==> src/rtl/opu_line_sched_pkg.sv <==
// Shared types and constants for the OPU line scheduler.
// State encoding, mode bit positions, kernel sizes and counter width.
package opu_line_sched_pkg;

    localparam int CNT_W = 9;

    localparam logic [CNT_W-1:0] CNT_ZERO = '0;
    localparam logic [CNT_W-1:0] CNT_ONE  = 9'd1;

    typedef enum logic [2:0] {
        ST_IDLE = 3'd0,
        ST_LOAD = 3'd1,
        ST_RUN  = 3'd2,
        ST_GAP  = 3'd3,
        ST_DONE = 3'd4
    } state_t;

    localparam int MODE_B0 = 0;
    localparam int MODE_B1 = 1;
    localparam int MODE_B2 = 2;

    localparam logic [2:0] K_NONE = 3'd0;
    localparam logic [2:0] K1     = 3'd1;
    localparam logic [2:0] K3     = 3'd3;
    localparam logic [2:0] K4     = 3'd4;

    // Picture configuration captured on start.
    typedef struct packed {
        logic [3:0] mode;
        logic [7:0] size;
        logic       pad;
    } cfg_t;

    // Kernel edge from the mode bits; lowest set bit wins.
    function automatic logic [2:0] kernel_of(input logic [2:0] m);
        logic [2:0] k;
        k = K_NONE;
        if (m[MODE_B0]) begin
            k = K1;
        end else if (m[MODE_B1]) begin
            k = K3;
        end else if (m[MODE_B2]) begin
            k = K4;
        end
        return k;
    endfunction

endpackage

==> src/rtl/opu_line_sched_geom.sv <==
// opu_geom_calc: combinational line-length computation.
// Ports: mode_i/size_i/pad_i config in; len_o (L, 9 bit) and err_o out.
module opu_geom_calc
    import opu_line_sched_pkg::*;
(
    input  logic [3:0]       mode_i,
    input  logic [7:0]       size_i,
    input  logic             pad_i,
    output logic [CNT_W-1:0] len_o,
    output logic             err_o
);

    logic [CNT_W-1:0] w;
    logic [2:0]       k;
    logic signed [9:0] l;
    logic             unused_mode_b3;

    // Bit 3 of the mode selects no kernel.
    assign unused_mode_b3 = mode_i[3];

    always_comb begin
        w = {1'b0, size_i} + {7'd0, pad_i, 1'b0};
        k = kernel_of(mode_i[2:0]);
        // Signed so that a kernel larger than the padded edge goes negative.
        l = $signed({1'b0, w}) + 10'sd1 - $signed({7'd0, k});
        err_o = (k == K_NONE) || (l < 10'sd1);
        len_o = l[CNT_W-1:0];
    end

endmodule

==> src/rtl/opu_line_sched.sv <==
// opu_line_sched: raster scheduler emitting update/clear strobes per line.
// Ports: SYS_CLK, SYS_NRST, start_i, abort_i, stall_i, mode_i, pic_size,
//        padding in; ctrl_update_o, ctrl_reset_o, busy_o, done_o, err_o,
//        row_o, col_o out. All outputs come from registers only.
module opu_line_sched
    import opu_line_sched_pkg::*;
(
    input  logic             SYS_CLK,
    input  logic             SYS_NRST,
    input  logic             start_i,
    input  logic             abort_i,
    input  logic             stall_i,
    input  logic [3:0]       mode_i,
    input  logic [7:0]       pic_size,
    input  logic             padding,
    output logic             ctrl_update_o,
    output logic             ctrl_reset_o,
    output logic             busy_o,
    output logic             done_o,
    output logic             err_o,
    output logic [CNT_W-1:0] row_o,
    output logic [CNT_W-1:0] col_o
);

    state_t           state_q, state_d;
    cfg_t             cfg_q, cfg_d;
    logic [CNT_W-1:0] row_q, row_d;
    logic [CNT_W-1:0] col_q, col_d;
    logic             upd_q, upd_d;
    logic             clr_q, clr_d;
    logic             err_q, err_d;

    logic [CNT_W-1:0] len;
    logic [CNT_W-1:0] last;
    logic             geom_err;

    opu_geom_calc u_geom (
        .mode_i (cfg_q.mode),
        .size_i (cfg_q.size),
        .pad_i  (cfg_q.pad),
        .len_o  (len),
        .err_o  (geom_err)
    );

    assign last = len - CNT_ONE;

    // Strobes are decided one edge ahead: upd_q/clr_q describe the
    // cycle being entered, so stall_i takes effect on the next cycle.
    always_comb begin
        state_d = state_q;
        cfg_d   = cfg_q;
        row_d   = row_q;
        col_d   = col_q;
        upd_d   = 1'b0;
        clr_d   = 1'b0;
        err_d   = 1'b0;
        unique case (state_q)
            ST_IDLE: begin
                if (start_i) begin
                    state_d = ST_LOAD;
                    cfg_d   = '{mode: mode_i,
                                size: pic_size,
                                pad:  padding};
                    row_d   = CNT_ZERO;
                    col_d   = CNT_ZERO;
                    clr_d   = 1'b1;
                end
            end
            ST_LOAD: begin
                if (abort_i) begin
                    state_d = ST_DONE;
                    clr_d   = 1'b1;
                end else if (geom_err) begin
                    state_d = ST_DONE;
                    err_d   = 1'b1;
                end else begin
                    state_d = ST_RUN;
                    upd_d   = !stall_i;
                end
            end
            ST_RUN: begin
                if (abort_i) begin
                    state_d = ST_DONE;
                    clr_d   = 1'b1;
                end else if (upd_q) begin
                    if (col_q == last) begin
                        state_d = ST_GAP;
                        col_d   = CNT_ZERO;
                        clr_d   = 1'b1;
                    end else begin
                        col_d = col_q + CNT_ONE;
                        upd_d = !stall_i;
                    end
                end else begin
                    upd_d = !stall_i;
                end
            end
            ST_GAP: begin
                if (abort_i) begin
                    state_d = ST_DONE;
                    clr_d   = 1'b1;
                end else begin
                    row_d = row_q + CNT_ONE;
                    if (row_q == last) begin
                        state_d = ST_DONE;
                    end else begin
                        state_d = ST_RUN;
                        upd_d   = !stall_i;
                    end
                end
            end
            ST_DONE: begin
                state_d = ST_IDLE;
            end
            default: begin
                state_d = ST_IDLE;
            end
        endcase
    end

    always_ff @(posedge SYS_CLK or negedge SYS_NRST) begin
        if (!SYS_NRST) begin
            state_q <= ST_IDLE;
            cfg_q   <= '0;
            row_q   <= CNT_ZERO;
            col_q   <= CNT_ZERO;
            upd_q   <= 1'b0;
            clr_q   <= 1'b0;
            err_q   <= 1'b0;
        end else begin
            state_q <= state_d;
            cfg_q   <= cfg_d;
            row_q   <= row_d;
            col_q   <= col_d;
            upd_q   <= upd_d;
            clr_q   <= clr_d;
            err_q   <= err_d;
        end
    end

    assign ctrl_update_o = upd_q;
    assign ctrl_reset_o  = clr_q;
    assign busy_o        = (state_q != ST_IDLE);
    assign done_o        = (state_q == ST_DONE);
    assign err_o         = err_q;
    assign row_o         = row_q;
    assign col_o         = col_q;

endmodule
==> config.mk <==
export PLATFORM = sky130hd
export DESIGN_NAME = opu_line_sched
export DESIGN_NICKNAME = d
export VERILOG_FILES = /design/src/rtl/opu_line_sched_pkg.sv /design/src/rtl/opu_line_sched_geom.sv /design/src/rtl/opu_line_sched.sv
export SDC_FILE = /design/constraint.sdc
export NUM_CORES = 1
export LEC_CHECK = 0
export CORE_ASPECT_RATIO = 1.75
export CORE_UTILIZATION = 59
export DETAILED_ROUTE_END_ITERATION = 16
export GPL_ROUTABILITY_DRIVEN = 0
export GPL_TIMING_DRIVEN = 0
export PLACE_DENSITY = 0.92
export SKIP_LAST_GASP = 1
export SLEW_MARGIN = 20
export SYNTH_ARGS = -nofsm -noshare
export SYNTH_HDL_FRONTEND = slang
export SYNTH_SLANG_ARGS = --single-unit
==> constraint.sdc <==
create_clock -name SYS_CLK -period 9.35 [get_ports SYS_CLK]
set_input_delay 1.87 -clock SYS_CLK [delete_from_list [all_inputs] [get_ports SYS_CLK]]
set_output_delay 1.87 -clock SYS_CLK [all_outputs]
set_load 0.02 [all_outputs]
; Word level (Yosys, flattened, before mapping)
; Index checks and enable logic that the tools add are counted.
[word_totals]
ff_bits = 36
latchBits = 0
ramBits = 0
rom_bits = 0
in_bits = 18
out_inout_bits = 23
elab_cells = 76
n_memories = 0
[classes]
n_addsub = 6
mul = 0
n_div = 0
magnitude_cmp = 1
n_eq_ne = 12
n_shift = 0
mux = 36
bitwise = 0
reduce_logical = 12
[ops]
columns = cell, count
row1 = 9-bit 2-to-1 mux, 5
row2 = 9-bit case mux with 2 select lines, 2
row3 = 3-bit 2-to-1 mux, 11
row4 = "9-bit by 1-bit adder with 9-bit output, second input constant", 2
row5 = 9-bit == test, 2
row6 = 1-bit 2-to-1 mux, 15
row7 = 3-bit case mux with 4 select lines, 1
row8 = "9-bit by 1-bit adder with 10-bit output, second input constant", 1
row9 = "10-bit by 2-bit less-than comparator with 1-bit output, second input constant", 1
row10 = 10-bit by 4-bit subtractor with 10-bit output, 1
row11 = 8-bit by 2-bit adder with 9-bit output, 1
row12 = "9-bit by 1-bit subtractor with 9-bit output, second input constant", 1
row13 = "2-bit != test, second input constant", 4
row14 = "3-bit by 2-bit == test with 1-bit output, second input constant", 2
row15 = 3-bit logical NOT, 2
row16 = "3-bit != test, second input constant", 2
row17 = 1-bit case mux with 3 select lines, 2
row18 = 3-bit AND reduction, 2
row19 = 4-bit AND reduction, 1
row20 = 2-bit nonzero test, 2
row21 = "3-bit by 1-bit == test with 1-bit output, second input constant", 1
row22 = "3-bit == test, second input constant", 1
row23 = 3-bit nonzero test, 1
row24 = 2-bit AND reduction, 1
row25 = other kinds (3), 3

; Logic depth before layout (Yosys ltp)
[depth]
ltp_word = 10
depth_mapped = 18
depth_no_buf = 17

; Hierarchy
; Synthesis repeated with hierarchy kept, for this count alone.
[hier_totals]
hier_cells = 316
hier_area_um2 = 2832.7
[modules_own_cells]
columns = module, instances, cells_per_inst, area_per_inst_um2, seq_area_each_um2
row1 = opu_line_sched, 1, 256, 2362.3, 925.9
row2 = opu_geom_calc, 1, 60, 470.5, 0.0

; Worst setup path before layout
; No wires, ideal clock.
[synth_timing]
path_type = flip-flop to flip-flop
start = reg cfg_q[9] in the netlist's numbering
end = reg col_q[3], in the netlist col_o[3]
setup_time_ns = 0.122
t_arrival_ns = 3.855
required_time_ns = 9.228
slack_ns = 5.374
path_stages_with_launch = 16
n_path_buf = 1
synth_period_minus_slack_ns = 3.976
cell_sequence = dfrtp_1 -> nor2_1 -> ha_1 -> ha_1 -> or2_2 -> fa_1 -> xor2_1 -> or3_1 -> xnor3_1 -> xor2_1 -> nand3_1 -> a221o_1 -> o41ai_4 -> buf_6 -> o21bai_1 -> o2bb2ai_1
[synth_via]
elab_chain_len = 8
[synth_lines]
columns = element, line_no
row1 = from (decl), opu_line_sched.sv:26  ; cfg_t cfg_q, cfg_d;
row2 = from (signal assigned), opu_line_sched.sv:132  ; cfg_q <= cfg_d;
row3 = 3-bit 2-to-1 mux, opu_line_sched_pkg.sv:38  ; if (m[MODE_B0]) begin
row4 = 10-bit by 4-bit subtractor with 10-bit output, opu_line_sched_geom.sv:25  ; l = $signed({1'b0, w}) + 10'sd1 - $signed({7'd0, k});
row5 = 9-bit by 1-bit subtractor with 9-bit output, opu_line_sched.sv:45  ; assign last = len - CNT_ONE;
row6 = 9-bit == test, opu_line_sched.sv:86  ; if (col_q == last) begin
row7 = 9-bit 2-to-1 mux, opu_line_sched.sv:86
row8 = 9-bit 2-to-1 mux, opu_line_sched.sv:85  ; end else if (upd_q) begin
row9 = 9-bit 2-to-1 mux, opu_line_sched.sv:82  ; if (abort_i) begin
row10 = 9-bit case mux with 2 select lines, opu_line_sched.sv:57  ; unique case (state_q)
row11 = to (signal assigned), opu_line_sched.sv:134  ; col_q <= col_d;
row12 = to (decl), opu_line_sched.sv:28  ; logic [CNT_W-1:0] col_q, col_d;
; Every way passes these cells. The select of a mux whose other input is x is not followed.
; A chain may end at the register's enable or synchronous reset.

; Worst setup path after layout
[layout_timing]
start = reg cfg_q[9] in the netlist's numbering
end = reg col_q[4], in the netlist col_o[4]
; The elaborated chain is that of the path after synthesis.

==> results.toml <==
[routing]
vias = 2340
drt_iter0_drc = 44
viasPerCell = 5.86
ant_nets = 0
routedWlPerCell_um = 15.1
drc_errors = 0
wirelength_um = 6010
dr.pass1.iters = 4

[setup_path]
endpoint_kind = "flip-flop"
worstSetupStartpointType = "flip-flop"
worstPathRequired_ns = 9.53
path_max_fanout = 10
critPathKind = "flip-flop to flip-flop"
critPathArrivalTime_ns = 4.79

[clocking]
cts_hold_buf = 0
cts.sinks = 36
insertion_delay_ns = 0.29
clk_pin_slew_ns = 0.07
cts.path.max_buffers = 2
ctsResizeCount = 0
cts_made_buffers = 5
cts_root_buf = "clkbuf_8"
htreeDepth = 2
postCtsSetupBuffers = 0
cts_tree = "done"

[hold_path]
min_path_type = "flip-flop to flip-flop"

[timing]
post-route-period-util = 0.492
setup_tns_ns = 0
setup_viol = 0
period_minus_slack_ns = 4.60
maxSlewHeadroom = 0.634
skew_ns = 0.00511
rsz0062_at_grt = "false"
timing.fmax_ghz = 0.217
slew_violations = 0
worstMarginPinSlew_ns = 0.545
fin_hold_ws_ns = 0.509
hold_violations = 0

[floorplan]
core_mm2 = 0.00436
rows = 32
die_w_um = 52.9
dieArea_mm2 = 0.00481
die_height_um = 91.0
ios = 41
start_util = 0.612

[synthesis]
synthMuxAreaShare = 0
synth_top_cell_area_share = 0.337
yosysTopAreaCell = "dfrtp_1"
yosysWarnings = 0
yosys_register_bits = 36
yosysSeqAreaShare = 0.337
synthCells = 300
syn_avg_cell_area_um2 = 8.90
synth_top_family_by_area = "simple AND/OR/NAND/NOR gates"
synth_edf_count = 0
synth_nets = 336
yosys.area_share.simple = 0.231
synth_area_leaders = "dfrtp_1, ha_1, nand2_1, xnor2_1, xor2_1"
synthesis.area_mm2 = 0.00267
synthAdderAreaFrac = 0.0871
async_flop_share = 1.00
synth_xor_area_frac = 0.120
synthDistinctLibCells = 58
synth-compound-area-share = 0.185
ys.flop_type = "dfrtp_1"

[cells_and_area]
fin_area_mm2 = 0.00327
drive_above_1_share = 0.0747
nets = 383
area_delta_synth_final_pct = 22.3
antenna-diode-count = 0

[placement]
hpwlAfterDp_um = 4610
port_buffers = 39
post_dp_cell_area_mm2 = 0.00314

[global_routing]
grt_pass1_wl_um = 10100
grt_max_degree = 26
grt_pass1_vias = 2270
overflow = 0
antenna_found_initial = 0
grt_usage = 0.281

[status]
status = "finished clean"

[run]
max_cap_viol_count = 0
cell usage after synthesis, types with 2 or more instances:
| cell type | count |
|---|---|
| a21boi_0 | 3 |
| nand3b_1 | 2 |
| o211ai_1 | 2 |
| clkbuf_1 | 4 |
| o21bai_1 | 6 |
| inv_1 | 19 |
| a211oi_1 | 2 |
| or2_2 | 2 |
| nor2_1 | 17 |
| nor3_1 | 9 |
| a21o_1 | 6 |
| o2bb2ai_1 | 2 |
| nand3_1 | 6 |
| xnor2_1 | 16 |
| a21oi_1 | 9 |
| nand4_1 | 3 |
| nor3b_1 | 2 |
| nand2_1 | 47 |
| ha_1 | 17 |
| xnor3_1 | 3 |
| dfrtp_1 | 36 |
| o21ai_0 | 22 |
| and3_1 | 6 |
| nor2b_1 | 2 |
| or3_1 | 7 |
| nand2b_1 | 6 |
| xor2_1 | 13 |
layout make-up:
type | instances | area (µm²)
clock buffers | 7 | 96.3
clock inverters | 1 | 30.0
well taps | 51 | 63.8
fillers | 315 | 1100
multi-input cells | 239 | 1670
repair buffers | 40 | 405
inverters | 19 | 71.3
flip-flops and latches | 36 | 901
plain buffers | 6 | 33.8
routing by layer:
| layer | up-vias | share of wire | GRT usage |
|---|---|---|---|
| met4 | 0 | 0.033 | 0.121 |
| li1 | 1143 | - | - |
| met5 | - | 0 | 0 |
| met1 | 1115 | 0.40 | 0.315 |
| met2 | 61 | 0.54 | 0.497 |
| met3 | 21 | 0.031 | 0.0436 |
state kept, by name, indices dropped and copies added (netlist names):
register	count
ctrl_reset_o	1
row_o	9
ctrl_update_o	1
cfg_q	12
err_o	1
col_o	9
state_q	3
cells in the final DEF (no fill, tap or decap), types with 6 or more instances in the layout:
cell | netlist | final
clkbuf_8 | 0 | 7
o21ai_0 | 22 | 22
a21o_1 | 6 | 6
nand3_1 | 6 | 6
dfrtp_1 | 36 | 36
xor2_1 | 13 | 13
clkdlybuf4s50_1 | 0 | 38
nor3_1 | 9 | 9
and3_1 | 6 | 6
nand2b_1 | 6 | 6
nor2_1 | 17 | 17
a21oi_1 | 9 | 9
ha_1 | 17 | 17
inv_1 | 19 | 19
or3_1 | 7 | 7
nand2_1 | 47 | 47
xnor2_1 | 16 | 16
o21bai_1 | 6 | 6
cell families after synthesis:
group                    after synthesis
XOR/XNOR                              32
AO/OA/AOI/OAI                         69
buffers and inverters                 25
flip-flops                            36
adder cells (fa/ha/maj)               18
AND/OR/NAND/NOR                      120
through the flow:
| step | utilization | std cells | setup WS (ns) |
|---|---|---|---|
| after global routing | 0.749 | 399 | 4.58 |
| after floorplan | - | 300 | 5.37 |
| final | 0.749 | 399 | 4.75 |
| after CTS | 0.749 | 399 | 4.85 |
| after global placement | 0.716 | 390 | 5.09 |
| after detailed placement | 0.720 | 391 | 4.93 |
worst max-delay path: stages (launching register included):
cell       delay, ns
dfrtp_1         0.41
nor2_1          0.15
ha_1            0.27
ha_1            0.20
or2_2           0.30
fa_1            0.43
a211oi_1        0.38
o21ai_0         0.24
a22o_1          0.34
nor4b_2         0.20
xnor2_1         0.34
xor2_1          0.21
o41ai_4         0.59
buf_6           0.22
o21bai_1        0.09
o2bb2ai_1       0.13
worst paths after layout:
check                          start        end  slack, ns  cells after the start
max                         cfg_q[9]   col_o[4]       4.75                     15
max in group asynchronous   SYS_NRST  cfg_q[11]       7.47                      2
max reg2reg                 cfg_q[9]   col_o[4]       4.75                     15
min                        cfg_q[11]  cfg_q[11]       0.51                      2
min reg2reg                cfg_q[11]  cfg_q[11]       0.51                      2
min in group asynchronous   SYS_NRST   col_o[3]       1.45                      1
Power is not shown: default switching activity piles up to over one toggle a cycle in this logic, so the estimate is an artifact.
